### src/rtl/muldiv_pkg.sv
// Shared constants and types for the iterative RV32M multiply/divide unit.
package muldiv_pkg;

    localparam int unsigned N    = 32;
    localparam int unsigned ITER = N;
    localparam int unsigned CntW = $clog2(ITER);

    localparam logic [2:0] OpMul    = 3'b000;
    localparam logic [2:0] OpMulh   = 3'b001;
    localparam logic [2:0] OpMulhsu = 3'b010;
    localparam logic [2:0] OpMulhu  = 3'b011;
    localparam logic [2:0] OpDiv    = 3'b100;
    localparam logic [2:0] OpDivu   = 3'b101;
    localparam logic [2:0] OpRem    = 3'b110;
    localparam logic [2:0] OpRemu   = 3'b111;

    localparam logic [N-1:0] MinInt = {1'b1, {(N-1){1'b0}}};

    typedef enum logic [1:0] {
        StIdle = 2'd0,
        StCalc = 2'd1,
        StFix  = 2'd2,
        StDone = 2'd3
    } state_e;

endpackage

### src/rtl/muldiv_unit_if.sv
// Core-side bundle between decode/register file and the multiply/divide unit.
interface muldiv_unit_if;
    import muldiv_pkg::*;

    logic         start_i;
    logic [2:0]   op_i;
    logic [N-1:0] rs1_data_i;
    logic [N-1:0] rs2_data_i;
    logic [4:0]   rd_i;
    logic         stall_o;
    logic         done_o;
    logic [N-1:0] result_o;
    logic [4:0]   rd_o;
    logic         reg_write_o;

    modport master (
        output start_i, op_i, rs1_data_i, rs2_data_i, rd_i,
        input  stall_o, done_o, result_o, rd_o, reg_write_o
    );

    modport slave (
        input  start_i, op_i, rs1_data_i, rs2_data_i, rd_i,
        output stall_o, done_o, result_o, rd_o, reg_write_o
    );

endinterface

### src/rtl/muldiv_sign_fixup.sv
// Final sign correction, word select and div-by-zero/overflow override for the FIX cycle.
module muldiv_sign_fixup
    import muldiv_pkg::*;
(
    input  logic [2:0]     i_op,
    input  logic [2*N-1:0] i_acc,
    input  logic           i_neg_q,
    input  logic           i_neg_r,
    input  logic           i_div0,
    input  logic           i_ovf,
    input  logic [N-1:0]   i_rs1,
    output logic [N-1:0]   o_result
);

    logic [2*N-1:0] w_prod;
    logic [N-1:0]   w_quot;
    logic [N-1:0]   w_rem;

    // Product sign rides on i_neg_q; the accumulator holds {rem, quot} for divides.
    assign w_prod = i_neg_q ? -i_acc : i_acc;
    assign w_quot = i_neg_q ? -i_acc[N-1:0] : i_acc[N-1:0];
    assign w_rem  = i_neg_r ? -i_acc[2*N-1:N] : i_acc[2*N-1:N];

    always_comb begin
        o_result = w_prod[N-1:0];
        unique case (i_op)
            OpMul:                     o_result = w_prod[N-1:0];
            OpMulh, OpMulhsu, OpMulhu: o_result = w_prod[2*N-1:N];
            OpDiv, OpDivu:             o_result = w_quot;
            OpRem, OpRemu:             o_result = w_rem;
        endcase
        if (i_op[2]) begin
            if (i_div0) begin
                o_result = i_op[1] ? i_rs1 : '1;
            end else if (i_ovf) begin
                o_result = i_op[1] ? '0 : MinInt;
            end
        end
    end

endmodule

### src/rtl/muldiv_unit.sv
// Iterative RV32M multiply/divide: 32 shift-add or restoring-divide steps, then one fixup cycle.
module muldiv_unit
    import muldiv_pkg::*;
(
    input logic          clk,
    input logic          reset,
    muldiv_unit_if.slave mdu
);

    state_e          r_state, w_state_next;
    logic [CntW-1:0] r_cnt;
    logic [2*N-1:0]  r_acc;
    logic [N-1:0]    r_divisor;
    logic [N-1:0]    r_rs1;
    logic [2:0]      r_op;
    logic [4:0]      r_rd_pend;
    logic            r_neg_q, r_neg_r, r_div0, r_ovf;
    logic [N-1:0]    r_result;
    logic [4:0]      r_rd;

    logic            w_s1_signed, w_s2_signed, w_s1, w_s2, w_ovf;
    logic [N-1:0]    w_abs1, w_abs2;
    logic [N:0]      w_addend, w_sum;
    logic [2*N-1:0]  w_mul_next, w_div_next, w_step;
    logic [N:0]      w_part;
    logic [N+1:0]    w_trial;
    logic [N-1:0]    w_fix_result;

    assign w_s1_signed = (mdu.op_i == OpMulh) || (mdu.op_i == OpMulhsu) ||
                         (mdu.op_i == OpDiv)  || (mdu.op_i == OpRem);
    assign w_s2_signed = (mdu.op_i == OpMulh) || (mdu.op_i == OpDiv) || (mdu.op_i == OpRem);
    assign w_s1   = w_s1_signed & mdu.rs1_data_i[N-1];
    assign w_s2   = w_s2_signed & mdu.rs2_data_i[N-1];
    assign w_abs1 = w_s1 ? -mdu.rs1_data_i : mdu.rs1_data_i;
    assign w_abs2 = w_s2 ? -mdu.rs2_data_i : mdu.rs2_data_i;
    assign w_ovf  = ((mdu.op_i == OpDiv) || (mdu.op_i == OpRem)) &&
                    (mdu.rs1_data_i == MinInt) && (mdu.rs2_data_i == '1);

    // Multiply: acc = {hi, multiplier}; add multiplicand into hi when the multiplier LSB is set.
    assign w_addend   = r_acc[0] ? {1'b0, r_divisor} : '0;
    assign w_sum      = {1'b0, r_acc[2*N-1:N]} + w_addend;
    assign w_mul_next = {w_sum, r_acc[N-1:1]};

    // Divide: partial remainder after the shift needs N+1 bits before the trial subtract.
    assign w_part     = r_acc[2*N-1:N-1];
    assign w_trial    = {1'b0, w_part} - {2'b00, r_divisor};
    assign w_div_next = w_trial[N+1] ? {w_part[N-1:0], r_acc[N-2:0], 1'b0}
                                     : {w_trial[N-1:0], r_acc[N-2:0], 1'b1};
    assign w_step     = r_op[2] ? w_div_next : w_mul_next;

    muldiv_sign_fixup u_fixup (
        .i_op     (r_op),
        .i_acc    (r_acc),
        .i_neg_q  (r_neg_q),
        .i_neg_r  (r_neg_r),
        .i_div0   (r_div0),
        .i_ovf    (r_ovf),
        .i_rs1    (r_rs1),
        .o_result (w_fix_result)
    );

    always_comb begin
        w_state_next = r_state;
        unique case (r_state)
            StIdle: if (mdu.start_i) w_state_next = StCalc;
            StCalc: if (r_cnt == CntW'(ITER - 1)) w_state_next = StFix;
            StFix:  w_state_next = StDone;
            StDone: w_state_next = StIdle;
        endcase
    end

    always_ff @(posedge clk) begin
        if (reset) begin
            r_state   <= StIdle;
            r_cnt     <= '0;
            r_acc     <= '0;
            r_divisor <= '0;
            r_rs1     <= '0;
            r_op      <= '0;
            r_rd_pend <= '0;
            r_neg_q   <= 1'b0;
            r_neg_r   <= 1'b0;
            r_div0    <= 1'b0;
            r_ovf     <= 1'b0;
            r_result  <= '0;
            r_rd      <= '0;
        end else begin
            r_state <= w_state_next;
            unique case (r_state)
                StIdle: begin
                    if (mdu.start_i) begin
                        r_cnt     <= '0;
                        r_acc     <= {{N{1'b0}}, w_abs1};
                        r_divisor <= w_abs2;
                        r_neg_q   <= w_s1 ^ w_s2;
                        r_neg_r   <= w_s1;
                        r_div0    <= (mdu.rs2_data_i == '0);
                        r_ovf     <= w_ovf;
                        r_rs1     <= mdu.rs1_data_i;
                        r_op      <= mdu.op_i;
                        r_rd_pend <= mdu.rd_i;
                    end
                end
                StCalc: begin
                    r_acc <= w_step;
                    r_cnt <= r_cnt + CntW'(1);
                end
                StFix: begin
                    r_result <= w_fix_result;
                    r_rd     <= r_rd_pend;
                end
                StDone: ;
            endcase
        end
    end

    // Stall drops in DONE so the PC advances on the same edge the register file writes.
    assign mdu.stall_o     = ((r_state == StIdle) & mdu.start_i) |
                             (r_state == StCalc) | (r_state == StFix);
    assign mdu.done_o      = (r_state == StDone);
    assign mdu.result_o    = r_result;
    assign mdu.rd_o        = r_rd;
    assign mdu.reg_write_o = mdu.done_o & (r_rd != 5'd0);

endmodule
### src/flat_wrapper.sv
// flat-port wrapper written by rule: the top's interface ports become plain ports
module muldiv_unit_flat import muldiv_pkg::*;
  (clk, reset, mdu_start_i, mdu_op_i, mdu_rs1_data_i, mdu_rs2_data_i, mdu_rd_i, mdu_stall_o, mdu_done_o, mdu_result_o, mdu_rd_o, mdu_reg_write_o);
  muldiv_unit_if mdu_i ();
  input logic clk;
  input logic reset;
  input wire logic [$bits(mdu_i.start_i)-1:0] mdu_start_i;
  input wire logic [$bits(mdu_i.op_i)-1:0] mdu_op_i;
  input wire logic [$bits(mdu_i.rs1_data_i)-1:0] mdu_rs1_data_i;
  input wire logic [$bits(mdu_i.rs2_data_i)-1:0] mdu_rs2_data_i;
  input wire logic [$bits(mdu_i.rd_i)-1:0] mdu_rd_i;
  output wire logic [$bits(mdu_i.stall_o)-1:0] mdu_stall_o;
  output wire logic [$bits(mdu_i.done_o)-1:0] mdu_done_o;
  output wire logic [$bits(mdu_i.result_o)-1:0] mdu_result_o;
  output wire logic [$bits(mdu_i.rd_o)-1:0] mdu_rd_o;
  output wire logic [$bits(mdu_i.reg_write_o)-1:0] mdu_reg_write_o;
  assign mdu_i.start_i = mdu_start_i;
  assign mdu_i.op_i = mdu_op_i;
  assign mdu_i.rs1_data_i = mdu_rs1_data_i;
  assign mdu_i.rs2_data_i = mdu_rs2_data_i;
  assign mdu_i.rd_i = mdu_rd_i;
  assign mdu_stall_o = mdu_i.stall_o;
  assign mdu_done_o = mdu_i.done_o;
  assign mdu_result_o = mdu_i.result_o;
  assign mdu_rd_o = mdu_i.rd_o;
  assign mdu_reg_write_o = mdu_i.reg_write_o;
  muldiv_unit u_core (.clk(clk), .reset(reset), .mdu(mdu_i));
endmodule
### config.mk
export PLATFORM = sky130hd
export DESIGN_NAME = muldiv_unit_flat
export DESIGN_NICKNAME = d
export VERILOG_FILES = /design/src/rtl/muldiv_pkg.sv /design/src/rtl/muldiv_unit_if.sv /design/src/rtl/muldiv_sign_fixup.sv /design/src/rtl/muldiv_unit.sv /design/src/flat_wrapper.sv
export SDC_FILE = /design/constraint.sdc
export NUM_CORES = 1
export LEC_CHECK = 0
export ABC_CLOCK_PERIOD_IN_PS = 9300
export CAP_MARGIN = 40
export CORE_ASPECT_RATIO = 0.6
export CORE_MARGIN = 4
export CORE_UTILIZATION = 50
export DETAILED_ROUTE_END_ITERATION = 7
export PLACE_DENSITY = 0.69
export SYNTH_ARGS = -nofsm -noshare
export SYNTH_HDL_FRONTEND = slang
export SYNTH_SLANG_ARGS = --single-unit
### constraint.sdc
create_clock -name clk -period 9.3 [get_ports clk]
set_input_delay 1.86 -clock clk [delete_from_list [all_inputs] [get_ports clk]]
set_output_delay 1.86 -clock clk [all_outputs]
set_load 0.02 [all_outputs]
==> flow_summary.json, run 1 <==
{
  "status": "finished clean",
  "stdcell_count": 2560,
  "dieWidth_um": 235,
  "cts_max_level": 4,
  "p_per_area_nw_per_um2": 264,
  "ant_nets": 0,
  "setup-violations-final": 0,
  "place_inst": 2528,
  "wl_mm": 59.4,
  "cts_made_buffers": 17,
  "grt_pass1_wl_mm": 90.1,
  "cp-start-kind": "input pin",
  "p_total_mw": 4.60,
  "core_area_um2": 30200,
  "cts.repair.resized": 0,
  "fmax_mhz": 183,
  "cp-end-kind": "output pin",
  "p_clk_share_pct": 16.1,
  "cts_tree": "done",
  "hold_violations": 0,
  "dp_worst_setup_slack_ns": 3.85,
  "die_h_um": 144,
  "grt_usage_pct": 33.7,
  "timing_worst_slew_pin_value_ns": 0.962,
  "p_leak_nw": 6.53,
  "fin_util_pct": 57.7,
  "cap_violations": 0,
  "hold_ws_ns": 0.454,
  "cts_setup_buffers": 0,
  "finalMaxSlewViolations": 0,
  "syn_area_um2": 15500,
  "antenna_found_initial": 1,
  "rsz0062_at_grt": "false",
  "area_growth_pct": 12.4,
  "setup-tns-final_ns": 0,
  "multi_input_comb_area_um2": 11000,
  "slowest_delay_ns": 0.61,
  "grt_pass1_vias": 14931,
  "synthArstFlopShare_pct": 0,
  "grt_overflow_total": 0,
  "worst-setup-path-type": "input pin to output pin",
  "clkLatencyLatePin_ns": 0.46,
  "relSlewSlack_pct": 35.1,
  "peakVddDrop_mv": 0.344,
  "wl_per_cell_um": 23.2,
  "worstPathCellList": "clkdlybuf4s50_1 > and2_4 > or3_1 > clkdlybuf4s50_1",
  "first_pass_iters": 7,
  "drive_gt1_share_pct": 4.28,
  "crit_top_cell": "clkdlybuf4s50_1",
  "clockBufferDepth": 2,
  "yosysTopAreaCell": "dfxtp_1",
  "yosysSeqAreaShare_pct": 23.8,
  "drtIter0Drc": 2322,
  "synth_top_area_share_pct": 23.8,
  "ys_ff_latch": 184,
  "antenna_cells": 0,
  "ios": 115,
  "fin_skew_ns": 0.0100,
  "seqCellArea_um2": 3690,
  "synthDistinctLibCells": 89,
  "hold_class": "flip-flop to flip-flop",
  "numPortBuffers": 114,
  "setup_ws_ns": 3.83,
  "route.detailed.drc": 0,
  "syn_avg_cell_area_um2": 7.33,
  "clk_pin_slew_ns": 0.07,
  "rows": 49,
  "final_period_minus_worst_setup_slack_ns": 5.47,
  "place_area_um2": 16900,
  "combPwrFrac_pct": 56.4,
  "final_nets": 2291,
  "dp_hpwl_mm": 45.1,
  "synthTopCellsByArea": "dfxtp_1 (24%), a21oi_1 (6.3%), nand2_1 (6.2%)",
  "p_int_mw": 2.29,
  "required_ns": 7.44,
  "design_area_um2": 17400,
  "root_buffer": "clkbuf_16",
  "clkSinkCount": 184,
  "min_period_over_period_pct": 58.9,
  "die-area_um2": 34000,
  "hold_buffers": 0,
  "cp.arrival_ns": 3.61,
  "gp_congestion": 1.01,
  "floorplan.initialDensity_pct": 51.3,
  "synth-edff-count": 0,
  "postSynthCellCount": 2117,
  "p_seq_share_pct": 27.5,
  "ys.flop_type": "dfxtp_1",
  "switching_share_pct": 50.3,
  "worst_path_max_delay_cell": "clkdlybuf4s50_1",
  "cp_max_fo": 34,
  "fillers": 2950,
  "grt_max_degree": 72,
  "syn-num-nets": 2269,
  "ys_warn_count": 0,
  "p_sw_mw": 2.31,
  "vias": 16716,
  "viasPerCell": 6.53
}
## cell type report
type,count,share of cell area (%)
multi-input combinational,1725,63.3
sequential,184,21.2
timing repair buffer,142,7.91
tap,408,2.93
clock buffer,21,2.58
inverter,69,1.49
clock inverter,11,0.661
## registers in the layout (all words and copies together) (netlist names), 2 cells and up
register and cells:
u_core.r_divisor 32, u_core.mdu.rd_o 5, u_core.r_acc 64, u_core.r_rd_pend 5
u_core.r_state 2, u_core.r_op 3, u_core.mdu.result_o 32, u_core.r_rs1 32
u_core.r_cnt 5
## cell usage in the layout, fill, tap and decap left out, drive strengths merged, types with 72 or more instances in the layout
cell	netlist	layout
nand2	257	257
nor2	205	205
a21oi	196	196
dfxtp	184	184
o21ai	140	140
clkdlybuf4s50	0	113
xnor2	87	87
mux2i	75	75
ha	75	75
inv	68	72
## metal layers
metal,routed length (um),part of all wire [%],track usage (%),vias up
li1,-,-,-,7743
met1,28100,47,52.5,7930
met2,21600,36,42.7,990
met3,9190,15,13.9,51
met4,526,0.89,5.59,2
met5,13,0.022,0,-
## kinds of logic (layout without fill, tap and decap cells)
| group | count (synthesis) | count (layout) | share of synthesized area, % |
|---|---|---|---|
| AO/OA/AOI/OAI | 679 | 679 | 28.3 |
| XOR/XNOR | 154 | 154 | 8.70 |
| adder cells (fa/ha/maj) | 77 | 77 | 6.31 |
| buffers and inverters | 208 | 243 | 5.28 |
| flip-flops | 184 | 184 | 23.8 |
| multiplexers | 80 | 80 | 5.20 |
| AND/OR/NAND/NOR | 735 | 735 | 22.5 |
## path summary, 6_finish.rpt
| path | startpoint | endpoint | slack [ns] | cells past startpoint |
|---|---|---|---|---|
| min reg2reg | u_core.r_rs1[13] | u_core.r_rs1[13] | 0.45 | 2 |
| min | u_core.r_rs1[13] | u_core.r_rs1[13] | 0.45 | 2 |
| max reg2reg | u_core.r_op[2] | u_core.mdu.result_o[12] | 5.22 | 9 |
| max | mdu_start_i | mdu_stall_o | 3.83 | 4 |
## cell usage after synthesis, drive strengths merged, types with 20 or more instances
library cell,instances
a21oi,196
o31ai,33
mux2i,75
xnor2,87
buf,26
ha,75
a211oi,40
clkbuf,113
inv,68
dfxtp,184
nand3,37
a21o,36
nand2,257
a31oi,21
nor2,205
o211ai,45
o22ai,26
nand2b,20
o21ai,140
nor4,22
or3,25
nor3,59
o21a,22
xor2,67
## power groups by stage
stage	logic, mW	clock network, mW	registers (mW)
after global routing	2.79	0.784	1.29
after detailed placement	2.49	0	1.27
after global placement	2.44	0	1.25
after CTS	2.50	0.749	1.25
after floorplan	1.72	0	1.19
final	2.59	0.742	1.26
## worst max-delay path: cells and delay by family
| family | cells | cell delay [ns] |
|---|---|---|
| buffers and inverters | 2 | 1.14 |
| and+or+nand+nor | 2 | 0.59 |
No activity file was read; power rests on OpenSTA's default activity.
==> run 2, diff against run 1 <==
- ABC_CLOCK_PERIOD_IN_PS: 9300 -> 4500
- PLACE_DENSITY: 0.69 -> 0.71
- clock period: 9.3 -> 4.5 ns (I/O delays scaled with it)
==> flow_summary.json, run 2 (same netlist as run 1, synthesis figures left out) <==
{
  "numPortBuffers": 114,
  "clkSinkCount": 184,
  "fin_util_pct": 58.3,
  "cts_made_buffers": 17,
  "wl_mm": 59.5,
  "vias": 16788,
  "antenna_found_initial": 1,
  "worst-setup-path-type": "flip-flop to flip-flop",
  "grt_overflow_total": 0,
  "r2r-end": "u_core.r_acc[61]",
  "core_area_um2": 30200,
  "root_buffer": "clkbuf_16",
  "cp_max_fo": 18,
  "hold_buffers": 0,
  "viasPerCell": 6.50,
  "status": "finished clean",
  "final_common_cell": "nand2_1",
  "drive_gt1_share_pct": 5.47,
  "dp_worst_setup_slack_ns": 0.518,
  "rsz0062_at_grt": "false",
  "fmax_mhz": 240,
  "cp-end-kind": "flip-flop",
  "grt_max_degree": 74,
  "final_cell_mix": "nand2_1 (256), nor2_1 (203), a21oi_1 (196)",
  "hold_class": "flip-flop to flip-flop",
  "final_nets": 2314,
  "final_period_minus_worst_setup_slack_ns": 4.17,
  "drtIter0Drc": 2439,
  "regMostFlops": "u_core.r_acc",
  "setup_ws_ns": 0.334,
  "clk_pin_slew_ns": 0.08,
  "regToRegSetupSlack_ns": 0.33,
  "setup-violations-final": 0,
  "die-area_um2": 34000,
  "cp.arrival_ns": 4.53,
  "min_period_over_period_pct": 92.6,
  "dp_hpwl_mm": 45.7,
  "setup-tns-final_ns": 0,
  "grt_pass1_wl_mm": 90.9,
  "wl_per_cell_um": 23.0,
  "rows": 49,
  "min_from": "u_core.r_rs1[11]",
  "finalMaxSlewViolations": 0,
  "cts_setup_buffers": 0,
  "first_pass_iters": 7,
  "min_path_cells": 2,
  "cts_tree": "done",
  "place_inst": 2548,
  "clkLatencyLatePin_ns": 0.47,
  "cp-start-kind": "flip-flop",
  "route.detailed.drc": 0,
  "fillers": 2849,
  "grt_pass1_vias": 15139,
  "area_growth_pct": 13.6,
  "p_per_area_nw_per_um2": 545,
  "gp_congestion": 1.02,
  "peakVddDrop_mv": 0.592,
  "hold_end": "u_core.r_rs1[11]",
  "reg2reg_depth": 13,
  "relSlewSlack_pct": 33.7,
  "die_h_um": 144,
  "largest_reg_flops": 64,
  "reg2reg_from": "u_core.r_acc[0]",
  "cap_violations": 0,
  "p_leak_nw": 6.67,
  "ant_nets": 0,
  "stdcell_count": 2584,
  "required_ns": 4.86,
  "clockBufferDepth": 2,
  "hold_violations": 0,
  "cts.repair.resized": 0,
  "timing_worst_slew_pin_value_ns": 0.991,
  "ios": 115,
  "floorplan.initialDensity_pct": 51.3,
  "dieWidth_um": 235,
  "hold_ws_ns": 0.457,
  "fin_skew_ns": 0.0189,
  "grt_usage_pct": 34.0,
  "cts_max_level": 4
}
## run 2: power by group
part	switching (mW)	internal, mW	total, mW
clock	0.785	0.809	1.59
combinational	3.51	1.92	5.43
sequential	0.535	2.05	2.58
## run 2: cell type report
| class | count | area (um^2) | share of cell area (%) |
|---|---|---|---|
| well taps | 408 | 510 | 2.90 |
| clock buffers | 19 | 443 | 2.51 |
| repair buffers | 165 | 1530 | 8.70 |
| multi-input cells | 1725 | 11000 | 62.6 |
| inverters | 69 | 259 | 1.47 |
| clock inverters | 13 | 156 | 0.888 |
| flip-flops and latches | 184 | 3690 | 20.9 |
| diodes | 1 | 2.50 | 0.0142 |
## run 2: how the worst max path moves through the flow
stage	cells after the start	slack (ns)	from	endpoint
global route	12	0.26	u_core.r_acc[0]	u_core.r_acc[61]
detailed placement	10	0.52	mdu_rs2_data_i[4]	u_core.r_divisor[30]
CTS	13	0.53	u_core.r_acc[0]	u_core.r_acc[61]
global placement	9	0.58	mdu_rs1_data_i[6]	u_core.r_acc[29]
floorplan	13	1.27	u_core.r_acc[0]	u_core.r_acc[61]
finish	13	0.33	u_core.r_acc[0]	u_core.r_acc[61]
## run 2: per-layer routing
metal  track usage [%]  wire, um  share of wire, %
met3              13.8      9160                15
met1              53.1     28100                47
met5                 0         0                 0
met2              43.0     21800                37
met4              5.37       548              0.92
## run 2: worst max-delay path: stages (launching register included)
cell,delay (ns)
dfxtp_1,0.38
inv_1,0.40
buf_4,0.35
nor2_1,0.09
ha_1,0.27
buf_4,0.14
nand4_1,0.26
a2111oi_1,0.82
buf_4,0.24
nor2_1,0.06
o21ai_0,0.35
a22oi_1,0.17
a31o_2,0.27
a32o_1,0.23
## run 2: metrics by stage
step	area [um^2]	power, mW
CTS	17600	9.38
global placement	17000	7.68
detailed placement	17000	7.78
floorplan	15500	6.02
global route	17600	10.1
finish	17600	9.60
